File: src/rtl/maj_bist_pkg.sv
// Shared types and constants for the majority-netlist BIST engine.
package maj_bist_pkg;

  typedef enum logic [1:0] {
    IDLE,
    RUN,
    DRAIN,
    DONE
  } maj_bist_state_t;

  localparam int unsigned MAJ_N_MIN = 3;
  localparam int unsigned MAJ_N_MAX = 31;
  // Popcount width wide enough for the largest supported N.
  localparam int unsigned MAJ_CNT_W = $clog2(MAJ_N_MAX + 1);

  function automatic int unsigned maj_threshold(input int unsigned n);
    return (n + 1) / 2;
  endfunction

endpackage

File: src/rtl/maj_bist_engine_if.sv
// Harness-side bundle of the BIST engine: sweep control, DUT stimulus/response and results.
// MAJ_BIST_FAILLOG_EN adds the first-failing-vector capture signals.
interface maj_bist_engine_if #(
  parameter int unsigned N     = 25,
  parameter int unsigned ERR_W = 16
) ();
  logic             start;
  logic [N-1:0]     stim;
  logic             dut_y;
  logic             busy;
  logic             done;
  logic             pass;
  logic [ERR_W-1:0] err_count;

`ifdef MAJ_BIST_FAILLOG_EN
  logic             first_fail_valid;
  logic [N-1:0]     first_fail_vec;

  modport master (
    output start, dut_y,
    input  stim, busy, done, pass, err_count, first_fail_valid, first_fail_vec
  );
  modport slave (
    input  start, dut_y,
    output stim, busy, done, pass, err_count, first_fail_valid, first_fail_vec
  );
`else
  modport master (
    output start, dut_y,
    input  stim, busy, done, pass, err_count
  );
  modport slave (
    input  start, dut_y,
    output stim, busy, done, pass, err_count
  );
`endif
endinterface

File: src/rtl/maj_ref_popcount.sv
// Reference majority: popcount of the vector compared against the (N+1)/2 threshold.
module maj_ref_popcount
  import maj_bist_pkg::*;
#(
  parameter int unsigned N = 25
) (
  input  logic [N-1:0] vec_i,
  output logic         exp
);
  logic [MAJ_CNT_W-1:0] cnt;

  always_comb begin
    cnt = '0;
    for (int unsigned i = 0; i < N; i++) begin
      cnt = cnt + MAJ_CNT_W'(vec_i[i]);
    end
    exp = (cnt >= MAJ_CNT_W'(maj_threshold(N)));
  end
endmodule

File: src/rtl/maj_bist_engine.sv
// Exhaustive sweep generator and majority response checker for an N-input DUT.
// MAJ_BIST_FAILLOG_EN enables capture of the first mismatching vector.
module maj_bist_engine
  import maj_bist_pkg::*;
#(
  parameter int unsigned N       = 25,
  parameter int unsigned DUT_LAT = 0,
  parameter int unsigned ERR_W   = 16
) (
  input logic              clk,
  input logic              rst,
  maj_bist_engine_if.slave bus
);
  localparam int unsigned    DW         = (DUT_LAT > 1) ? $clog2(DUT_LAT) : 1;
  localparam logic [DW-1:0]  DRAIN_LAST = DW'((DUT_LAT > 0) ? DUT_LAT - 1 : 0);

  maj_bist_state_t  state_q, state_d;
  logic [N-1:0]     stim_q, stim_d;
  logic [DW-1:0]    drain_q, drain_d;
  logic [ERR_W-1:0] err_q, err_d;
  logic             sweep_start;
  logic             exp_now, vld_now;
  logic             exp_cmp, vld_cmp;
  logic             cmp_fail;
`ifdef MAJ_BIST_FAILLOG_EN
  logic [N-1:0]     vec_cmp;
`endif

  maj_ref_popcount #(.N(N)) u_ref (
    .vec_i (stim_q),
    .exp   (exp_now)
  );

  assign vld_now = (state_q == RUN);

  // Expected bit (and valid) travel alongside the DUT pipeline so they line up with dut_y.
  generate
    if (DUT_LAT == 0) begin : g_no_lat
      assign exp_cmp = exp_now;
      assign vld_cmp = vld_now;
`ifdef MAJ_BIST_FAILLOG_EN
      assign vec_cmp = stim_q;
`endif
    end else begin : g_lat
      logic [DUT_LAT-1:0] exp_dl_q;
      logic [DUT_LAT-1:0] vld_dl_q;
`ifdef MAJ_BIST_FAILLOG_EN
      logic [N-1:0]       vec_dl_q [DUT_LAT];
`endif
      always_ff @(posedge clk) begin
        if (rst) begin
          exp_dl_q <= '0;
          vld_dl_q <= '0;
`ifdef MAJ_BIST_FAILLOG_EN
          for (int unsigned i = 0; i < DUT_LAT; i++) vec_dl_q[i] <= '0;
`endif
        end else begin
          exp_dl_q[0] <= exp_now;
          vld_dl_q[0] <= vld_now;
`ifdef MAJ_BIST_FAILLOG_EN
          vec_dl_q[0] <= stim_q;
`endif
          for (int unsigned i = 1; i < DUT_LAT; i++) begin
            exp_dl_q[i] <= exp_dl_q[i-1];
            vld_dl_q[i] <= vld_dl_q[i-1];
`ifdef MAJ_BIST_FAILLOG_EN
            vec_dl_q[i] <= vec_dl_q[i-1];
`endif
          end
        end
      end
      assign exp_cmp = exp_dl_q[DUT_LAT-1];
      assign vld_cmp = vld_dl_q[DUT_LAT-1];
`ifdef MAJ_BIST_FAILLOG_EN
      assign vec_cmp = vec_dl_q[DUT_LAT-1];
`endif
    end
  endgenerate

  assign cmp_fail = vld_cmp && (bus.dut_y != exp_cmp);

  always_ff @(posedge clk) begin
    if (rst) begin
      state_q <= IDLE;
      stim_q  <= '0;
      drain_q <= '0;
      err_q   <= '0;
    end else begin
      state_q <= state_d;
      stim_q  <= stim_d;
      drain_q <= drain_d;
      err_q   <= err_d;
    end
  end

  always_comb begin
    state_d     = state_q;
    stim_d      = stim_q;
    drain_d     = drain_q;
    err_d       = err_q;
    sweep_start = 1'b0;
    if (cmp_fail && (err_q != '1)) err_d = err_q + 1'b1;
    unique case (state_q)
      IDLE, DONE: begin
        if (bus.start) begin
          state_d     = RUN;
          stim_d      = '0;
          err_d       = '0;
          sweep_start = 1'b1;
        end
      end
      RUN: begin
        // Terminal vector wraps stim back to 0 and leaves RUN, so no vector repeats.
        stim_d = stim_q + 1'b1;
        if (stim_q == '1) begin
          state_d = (DUT_LAT == 0) ? DONE : DRAIN;
          drain_d = '0;
        end
      end
      DRAIN: begin
        drain_d = drain_q + 1'b1;
        if (drain_q == DRAIN_LAST) state_d = DONE;
      end
      default: state_d = IDLE;
    endcase
  end

  assign bus.stim      = stim_q;
  assign bus.busy      = (state_q == RUN) || (state_q == DRAIN);
  assign bus.done      = (state_q == DONE);
  assign bus.pass      = (state_q == DONE) && (err_q == '0);
  assign bus.err_count = err_q;

`ifdef MAJ_BIST_FAILLOG_EN
  logic         ff_vld_q;
  logic [N-1:0] ff_vec_q;

  always_ff @(posedge clk) begin
    if (rst || sweep_start) begin
      ff_vld_q <= 1'b0;
      ff_vec_q <= '0;
    end else if (cmp_fail && !ff_vld_q) begin
      ff_vld_q <= 1'b1;
      ff_vec_q <= vec_cmp;
    end
  end

  assign bus.first_fail_valid = ff_vld_q;
  assign bus.first_fail_vec   = ff_vec_q;
`endif
endmodule

File: src/flat_wrapper.sv
// flat-port wrapper written by rule: the top's interface ports become plain ports
module maj_bist_engine_flat import maj_bist_pkg::*;
#(
  parameter int unsigned N       = 25,
  parameter int unsigned DUT_LAT = 0,
  parameter int unsigned ERR_W   = 16
)
  (clk, rst, bus_start, bus_dut_y, bus_stim, bus_busy, bus_done, bus_pass, bus_err_count);
  maj_bist_engine_if #(.N(N), .ERR_W(ERR_W)) bus_i ();
  input logic clk;
  input logic rst;
  input wire logic [$bits(bus_i.start)-1:0] bus_start;
  input wire logic [$bits(bus_i.dut_y)-1:0] bus_dut_y;
  output wire logic [$bits(bus_i.stim)-1:0] bus_stim;
  output wire logic [$bits(bus_i.busy)-1:0] bus_busy;
  output wire logic [$bits(bus_i.done)-1:0] bus_done;
  output wire logic [$bits(bus_i.pass)-1:0] bus_pass;
  output wire logic [$bits(bus_i.err_count)-1:0] bus_err_count;
  assign bus_i.start = bus_start;
  assign bus_i.dut_y = bus_dut_y;
  assign bus_stim = bus_i.stim;
  assign bus_busy = bus_i.busy;
  assign bus_done = bus_i.done;
  assign bus_pass = bus_i.pass;
  assign bus_err_count = bus_i.err_count;
  maj_bist_engine #(.N(N), .DUT_LAT(DUT_LAT), .ERR_W(ERR_W)) u_core (.clk(clk), .rst(rst), .bus(bus_i));
endmodule
File: config.mk
export PLATFORM = sky130hd
export DESIGN_NAME = maj_bist_engine_flat
export DESIGN_NICKNAME = d
export VERILOG_FILES = /design/src/rtl/maj_bist_pkg.sv /design/src/rtl/maj_bist_engine_if.sv /design/src/rtl/maj_ref_popcount.sv /design/src/rtl/maj_bist_engine.sv /design/src/flat_wrapper.sv
export SDC_FILE = /design/constraint.sdc
export NUM_CORES = 1
export LEC_CHECK = 0
export BUFFER_PORTS_ARGS = -buffer_cell sky130_fd_sc_hd__buf_4
export CELL_PAD_IN_SITES_DETAIL_PLACEMENT = 1
export CELL_PAD_IN_SITES_GLOBAL_PLACEMENT = 1
export CORE_AREA = 2 2 65 129
export CTS_BUF_LIST = sky130_fd_sc_hd__clkbuf_4 sky130_fd_sc_hd__clkbuf_8 sky130_fd_sc_hd__clkbuf_16
export DETAILED_ROUTE_END_ITERATION = 10
export DIE_AREA = 0 0 67 131
export MAX_ROUTING_LAYER = met4
export PLACE_DENSITY_LB_ADDON = 0.1
export SLEW_MARGIN = 20
export SYNTH_ARGS = -nofsm -noshare
export SYNTH_HDL_FRONTEND = slang
export SYNTH_HIERARCHICAL = 1
export SYNTH_SLANG_ARGS = --single-unit
File: constraint.sdc
create_clock -name clk -period 5.55 [get_ports clk]
set_input_delay 0.555 -clock clk [delete_from_list [all_inputs] [get_ports clk]]
set_output_delay 0.555 -clock clk [all_outputs]
set_load 0.02 [all_outputs]
==> metrics.cfg, run 1 <==
[worst_setup_path]
crit_fanout = 8
slowest_stage = fa_1
critical_path_required_ns = 5.69
worstPathBufferInverterCount = 3
cpLargestDelayFamily = adder cells
path_cells = inv_2 > fa_1 > fa_1 > fa_1 > fa_1 > fa_1 > fa_2 > inv_2 > fa_1 > nand2b_4 > a221oi_2 > a221oi_2 > xor2_1 > or4b_4 > buf_4 > nor4_4 > xnor2_1 > nor2_1
end_kind = flip-flop
crit_arrival_ns = 5.81
path_common_cell = fa_1
slowest_delay_ns = 0.56
crit_type = flip-flop to flip-flop
critPathLaunchType = flip-flop

[clock_tree]
clkTransAtPathRegs_ns = 0.06
cts_hold_buf = 0
worstSkewPairLatency_ns = 0.29
h-tree-depth = 2
cts_made_buffers = 5
cts_root_buf = clkbuf_16
tritoncts = yes
clock-sinks = 44
clk_path_buf_depth = 2

[grt]
grt_use_met1 = 0.216
grt_max_degree = 22
track_usage = 0.191
grt_pass1_wl_um = 12500
grt_pass1_vias = 2557
top_usage_layer = met2
antenna_found_initial = 0
met2_usage = 0.343
overflow = 0
grtUsageMet3 = 0.0205

[logic_synthesis]
ys_seq_elements = 44
synth_area_per_cell_sq_um = 8.72
ys.warnings.count = 6
synth_enable_flop_cells = 0
synthCells = 330
yosysSeqAreaShare = 0.306
synth.distinct_cells = 51
synth_ff_type = dfxtp_1
synthArstFlopShare = 0
synth_nets = 363
netlist_area_sq_um = 2880

[status]
status = finished with violations
violations = setup timing

[cells_and_area]
drive_gt1_frac = 0.274
num-fill-cells = 938
regArea_sq_um = 908
multi_input_area_sq_um = 1830
area_growth_pct = 29.3
layout_common_cells = buf_4, inv_1, nor2_1, dfxtp_1, xor2_1
diodes = 0
final_common_cell = buf_4
final_core_util = 0.475
final_nets = 426

[timing]
fin_skew_ns = 0.00532
fmax_mhz = 176
max_slew.worst_pin.slew_ns = 0.952
slew_headroom = 0.359
setup_viol = 5
drv_slew = 0
rsz0062_at_grt = yes
layout_setup_ws_ns = -0.118
hold_viol = 0
finalCritPeriodShare = 1.02
fin_crit_ns = 5.67

[route]
viasPerCell = 5.20
drt_wl_total_um = 7730
wire_per_inst_um = 15.8
antenna_left = 0
vias = 2549
firstDrtPassIters = 4
drt_iter0_markers = 92
drc = 0

[placed_design]
pre_cts_slack_ns = -0.147
portBuffers = 47
dp_hpwl_um = 5850
place_congestion = 0.826

[pwr]
p_leak_uw = 0.00155
vdd_ir_drop_max_v = 0.000146
power_density_nw_per_um2 = 222

[floorplanning]
start_util = 0.368
die_w_um = 67
dieArea_sq_um = 8780
ios = 48
die_height_um = 131
core_sq_um = 7830
rows = 46

[worst_hold_path]
hp-class = flip-flop to flip-flop

[flow_run]
maxCapViolCount = 0

-- repair_timing --
item	4_1_cts	5_1_grt
resized for setup	2	10
buffers inserted	2	5
pin swaps	2	11
cloned	0	0
endpoints found under the setup margin	6	16
-- power breakdown --
group	switching, uW	internal (uW)
clock	125	219
sequential	6.67	323
combinational	97.9	54.6
-- flip-flops by register name, summed over array words and instances, names as in the netlist --
name                  flops
u_core/drain_q            1
u_core/bus.stim          25
u_core/state_q            2
u_core/bus.err_count     16
-- final cells by class --
type,instances,area share
multi-input combinational,227,0.492
clock buffer,8,0.0477
tap,96,0.0323
timing repair buffer,67,0.135
sequential,44,0.244
inverter,48,0.0484
-- worst paths after layout --
check,startpoint,endpoint,slack [ns],depth (start not counted)
hold / removal,u_core/state_q[0]$_SDFFE_PP0P_,u_core/state_q[0]$_SDFFE_PP0P_,0.51,2
hold reg to reg,u_core/state_q[0]$_SDFFE_PP0P_,u_core/state_q[0]$_SDFFE_PP0P_,0.51,2
setup reg to reg,u_core/bus.stim[15]$_SDFFE_PP0P_,u_core/bus.err_count[13]$_SDFF_PP0_,-0.12,18
setup / recovery,u_core/bus.stim[15]$_SDFFE_PP0P_,u_core/bus.err_count[13]$_SDFF_PP0_,-0.12,18
-- synthesized netlist by cell type (2+ instances only) --
cell type   n  share of area
a211o_1     2         0.0061
a211oi_1    3         0.0078
a21oi_1     9          0.016
a221oi_2    2          0.010
and2_1      5          0.011
and3_1      3         0.0065
and4_1      2         0.0061
clkbuf_1    7         0.0091
dfxtp_1    44           0.31
fa_1       18           0.13
ha_1       11          0.048
inv_1      47          0.061
mux2i_1     2         0.0070
nand2_1    15          0.020
nand2b_1    3         0.0065
nand3_1    14          0.024
nand4_1    18          0.039
nor2_1     39          0.051
nor3_1      7          0.012
nor3b_1     2         0.0052
nor4_1      5          0.011
nor4b_1     3         0.0091
o21ai_0     7          0.012
or3_1       4         0.0087
or4b_1      2         0.0070
xnor2_1    11          0.033
xor2_1     21          0.064
-- through the flow --
stage	instance area [sq um]	instances	setup TNS (ns)	hold slack, ns	total power (uW)
finish	3720	490	-0.346	0.512	826
global route	3720	490	-1.96	0.520	868
CTS	3650	487	-0.185	0.506	841
detailed placement	3450	477	-0.479	0.507	492
global placement	3450	477	-0.128	0.491	488
floorplan	2920	330	0	0.473	446
-- cell families (layout without fill, tap and decap cells) --
family,count (synthesis),count (layout),share of synthesized area
AOI/OAI and AO/OA,30,30,0.0722
xor gates and xnor gates,32,32,0.0974
adders and majority gates,29,29,0.173
buffers and inverters,59,123,0.0813
DFF,44,44,0.306
muxes,2,2,0.00696
and+or+nand+nor,134,134,0.263
-- metal layers --
layer  share of wire  up-vias
met1            0.41     1276
met5               0        -
li1                -     1227
met2            0.55       38
met3           0.022        8
met4           0.015        0
-- worst min-delay path, cell delays in order, from the launching register on --
cell     delay, ns
dfxtp_1       0.33
inv_1         0.08
a21oi_1       0.06
Power figures use the tool's default switching activity.
==> run 2: changes to the inputs <==
Settings changed: CORE_AREA 2 2 65 129 to 2 2 61 121, DIE_AREA 0 0 67 131 to 0 0 63 123.
Clock period 5.55 ns to 6.05 ns, I/O delays scaled along.
==> metrics.cfg, run 2 (synthesized netlist as in run 1, its figures left out) <==
[worst_setup_path]
crit_arrival_ns = 5.90
critPathLaunchType = flip-flop
worstPathBufferInverterCount = 2
path_common_cell = fa_1
reg2reg_to = u_core/bus.err_count[14]$_SDFF_PP0_
rr_startpoint = u_core/bus.stim[1]$_SDFFE_PP0P_
crit_fanout = 8
crit_type = flip-flop to flip-flop
slowest_stage = fa_1
cpLargestDelayFamily = adder cells
end_kind = flip-flop
critical_path_required_ns = 6.26
r2r_cells = 16
path_cells = inv_1 > fa_1 > fa_1 > fa_1 > fa_1 > fa_1 > fa_2 > inv_1 > fa_1 > nand2b_4 > a221oi_2 > a221oi_2 > xor2_1 > or4b_4 > or4_1 > a21oi_1
slowest_delay_ns = 0.58
reg2reg_slack_ns = 0.36

[pwr]
seq_power_share = 0.418
p_leak_uw = 0.00145
power_density_nw_per_um2 = 206
pwr-share-clk = 0.389
p_int_uw = 521
combPwrFrac = 0.193
vdd_ir_drop_max_v = 0.000183
p_sw_uw = 208
swShare = 0.285

[cells_and_area]
final_common_cell = buf_4
layout_common_cells = buf_4, inv_1, dfxtp_1, nor2_1, xor2_1
drive_gt1_frac = 0.208
num-fill-cells = 837
area_growth_pct = 23.0
largest_reg_flops = 25
final_nets = 416
final_core_util = 0.518
diodes = 0

[timing]
rsz0062_at_grt = no
max_slew.worst_pin.slew_ns = 0.882
hold_viol = 0
fin_crit_ns = 5.69
setup_viol = 0
drv_slew = 0
layout_setup_ws_ns = 0.358
slew_headroom = 0.395
finalCritPeriodShare = 0.941
finalSetupTns_ns = 0
fin_skew_ns = 0.00337
fmax_mhz = 176

[clock_tree]
cts_root_buf = clkbuf_16
cts_hold_buf = 0
clk_path_buf_depth = 2
tritoncts = yes
cts_made_buffers = 5
clock-sinks = 44
clkTransAtPathRegs_ns = 0.06
h-tree-depth = 2
worstSkewPairLatency_ns = 0.29

[status]
status = completed

[flow_run]
maxCapViolCount = 0

[route]
wl_met3_um = 191
drc = 0
antenna_left = 0
firstDrtPassIters = 4
wl_met2_um = 4270
drt_iter0_markers = 139
vias = 2500
viasPerCell = 5.27
wire_per_inst_um = 16.2
wl_met1_um = 3070
top_layer = met4
drt_wl_total_um = 7670

[grt]
antenna_found_initial = 0
grt_max_degree = 22
track_usage = 0.220
grt_pass1_vias = 2638
grt_pass1_wl_um = 12900
overflow = 0

[floorplanning]
ios = 48
dieArea_sq_um = 7750
core_sq_um = 6830
die_height_um = 123
die_w_um = 63
start_util = 0.421
rows = 43

[placed_design]
portBuffers = 47
dp_hpwl_um = 5870
pre_cts_slack_ns = 0.137
place_congestion = 0.809

[worst_hold_path]
hold_start = u_core/drain_q$_SDFFE_PP0P_
hold_path_depth = 2
hold-path-endpoint = u_core/drain_q$_SDFFE_PP0P_
hp-class = flip-flop to flip-flop

==> run 2: worst max-delay path by stage <==
| stage | from | end | cells after the start |
|---|---|---|---|
| after detailed placement | u_core/bus.stim[1]$_SDFFE_PP0P_ | u_core/bus.err_count[15]$_SDFF_PP0_ | 17 |
| final | u_core/bus.stim[1]$_SDFFE_PP0P_ | u_core/bus.err_count[14]$_SDFF_PP0_ | 16 |
| after floorplan | u_core/bus.stim[5]$_SDFFE_PP0P_ | u_core/bus.err_count[14]$_SDFF_PP0_ | 17 |
| after global routing | u_core/bus.stim[3]$_SDFFE_PP0P_ | u_core/bus.err_count[14]$_SDFF_PP0_ | 16 |
| after global placement | u_core/bus.stim[1]$_SDFFE_PP0P_ | u_core/bus.err_count[14]$_SDFF_PP0_ | 16 |
| after CTS | u_core/bus.stim[1]$_SDFFE_PP0P_ | u_core/bus.err_count[15]$_SDFF_PP0_ | 17 |
==> run 2: cell type report <==
type                    count  area, sq um  area share
repair buffers             57          428       0.121
clock buffers               8          154      0.0435
well taps                  90          113      0.0318
flip-flops and latches     44          882       0.249
multi-input cells         227         1780       0.504
inverters                  48          180      0.0509
==> run 2: per-layer routing <==
layer | vias to the layer above | global-route usage
li1 | 1212 | -
met1 | 1244 | 0.243
met2 | 36 | 0.400
met3 | 8 | 0.0300
met4 | 0 | 0.0792
met5 | - | -
==> run 2: stage by stage <==
step	power, uW	hold WS (ns)	area [sq um]	std cells
final	729	0.524	3540	474
after global routing	766	0.551	3540	474
after CTS	736	0.522	3510	473
after detailed placement	448	0.511	3360	465
after global placement	444	0.490	3360	465
after floorplan	408	0.473	2880	330
==> run 2: worst reg2reg max path, delay by kind of cell, from the launching register on <==
| family | cells | cell delay [ns] |
|---|---|---|
| buffers and inverters | 2 | 0.14 |
| xor gates and xnor gates | 1 | 0.18 |
| DFF | 1 | 0.36 |
| and+or+nand+nor | 3 | 1.19 |
| AOI/OAI and AO/OA | 3 | 0.53 |
| adders and majority gates | 7 | 3.23 |
==> run 2: timing repair <==
action                                  in CTS  in global routing
endpoints found under the setup margin       0                  6
resized for setup                            0                  5
setup buffers                                0                  1
==> run 2: power groups by stage <==
| stage | registers (uW) | logic (uW) | clock network, uW |
|---|---|---|---|
| 2_1_floorplan | 314 | 93.9 | 0 |
| 3_3_place_gp | 310 | 135 | 0 |
| 3_5_place_dp | 311 | 137 | 0 |
| 4_1_cts | 305 | 139 | 292 |
| 5_1_grt | 306 | 157 | 302 |
| 6_report | 305 | 141 | 284 |
==> run 3: changes to the inputs <==
Settings changed: MAX_ROUTING_LAYER met4 to not set.
==> metrics.cfg, run 3 (synthesized netlist as in run 1, its figures left out) <==
[clock_tree]
clk_path_buf_depth = 2
cts_made_buffers = 5
tritoncts = yes
worstSkewPairLatency_ns = 0.29
cts_root_buf = clkbuf_16
clkTransAtPathRegs_ns = 0.06
h-tree-depth = 2
clock-sinks = 44

[status]
status = completed

[grt]
met2_usage = 0.398
grt_max_degree = 22
antenna_found_initial = 0
overflow = 0
grt_use_met1 = 0.244
top_usage_layer = met2
track_usage = 0.214
grt_pass1_vias = 2645
grtUsageMet3 = 0.0300
grt_pass1_wl_um = 12900

[floorplanning]
dieArea_sq_um = 7750
rows = 43
start_util = 0.421
ios = 48
die_height_um = 123
die_w_um = 63
core_sq_um = 6830

[worst_setup_path]
crit_arrival_ns = 5.90
slowest_stage = fa_1
slowest_delay_ns = 0.58
critical_path_required_ns = 6.26
end_kind = flip-flop
crit_fanout = 8
critPathLaunchType = flip-flop
path_common_cell = fa_1
path_cells = inv_1 > fa_1 > fa_1 > fa_1 > fa_1 > fa_1 > fa_2 > inv_1 > fa_1 > nand2b_4 > a221oi_2 > a221oi_2 > xor2_1 > or4b_4 > or4_1 > a21oi_1
crit_type = flip-flop to flip-flop

[route]
firstDrtPassIters = 4
wire_per_inst_um = 16.1
antenna_left = 0
drt_wl_total_um = 7650
drt_iter0_markers = 147
viasPerCell = 5.25
vias = 2489
drc = 0

[placed_design]
dp_hpwl_um = 5870
portBuffers = 47
place_area_sq_um = 3360
place_congestion = 0.798

[cells_and_area]
final_area_sq_um = 3540
area_growth_pct = 23.0
diodes = 0
drive_gt1_frac = 0.208
final_nets = 416
num-fill-cells = 837
largest_reg_flops = 25
final_common_cell = buf_4
layout_common_cells = buf_4, inv_1, dfxtp_1, nor2_1, xor2_1

[timing]
fin_crit_ns = 5.69
hold_viol = 0
worst_hold_slack_ns = 0.524
rsz0062_at_grt = no
drv_slew = 0
setup_viol = 0
finalSetupTns_ns = 0
fin_skew_ns = 0.00286
max_slew.worst_pin.slew_ns = 0.877
fmax_mhz = 176
slew_headroom = 0.410
finalCritPeriodShare = 0.941

[worst_hold_path]
hp-class = flip-flop to flip-flop

[pwr]
p_leak_uw = 0.00145
vdd_ir_drop_max_v = 0.000183
power_density_nw_per_um2 = 206

[flow_run]
maxCapViolCount = 0

run 3: cell counts in the layout (fill, tap and decap cells not counted):
No cell type changed its count.
run 3: where the power goes:
group          switching (uW)  leakage [uW]  internal [uW]
clock                     112     0.0000780            174
sequential               6.93      0.000356            298
combinational            90.6       0.00101           49.8
total                     209       0.00145            521
run 3: final cells by class:
cell class,instances,area (sq um),area share
repair buffers,57,428,0.121
multi-input cells,227,1780,0.504
flip-flops and latches,44,882,0.249
well taps,90,113,0.0318
clock buffers,8,154,0.0435
inverters,48,180,0.0509
run 3: repair_timing:
item,in CTS,in global routing
hold buffers,0,0
gates resized for setup,0,5
setup buffers,0,1
setup endpoints to repair,0,6
run 3: metrics by stage:
stage / utilization / power [uW] / instances / setup WS (ns)
2_1_floorplan: - / 408 / 330 / 0.219
3_3_place_gp: 0.491 / 444 / 465 / 0.255
3_5_place_dp: 0.491 / 448 / 465 / 0.137
4_1_cts: 0.514 / 736 / 473 / 0.0928
5_1_grt: 0.518 / 766 / 474 / 0.0321
6_report: 0.518 / 730 / 474 / 0.359
run 3: critical path: cells and delay by family, from the launching register on:
kind,cells,cell delay (ns)
fa+ha+maj,7,3.22
simple gates,3,1.19
compound gates,3,0.53
flops,1,0.36
xor+xnor,1,0.18
buf+inv,2,0.14
run 3: path summary, 6_finish.rpt:
path | startpoint | endpoint | slack (ns) | cells after the start
max | u_core/bus.stim[1]$_SDFFE_PP0P_ | u_core/bus.err_count[14]$_SDFF_PP0_ | 0.36 | 16
min | u_core/drain_q$_SDFFE_PP0P_ | u_core/drain_q$_SDFFE_PP0P_ | 0.52 | 2
max reg2reg | u_core/bus.stim[1]$_SDFFE_PP0P_ | u_core/bus.err_count[14]$_SDFF_PP0_ | 0.36 | 16
min reg2reg | u_core/drain_q$_SDFFE_PP0P_ | u_core/drain_q$_SDFFE_PP0P_ | 0.52 | 2
run 3: per-layer routing:
layer | routed length [um] | share of wire | vias up
li1 | - | - | 1210
met1 | 3060 | 0.40 | 1238
met2 | 4280 | 0.56 | 34
met3 | 186 | 0.024 | 7
met4 | 127 | 0.017 | 0
met5 | 0 | 0 | -
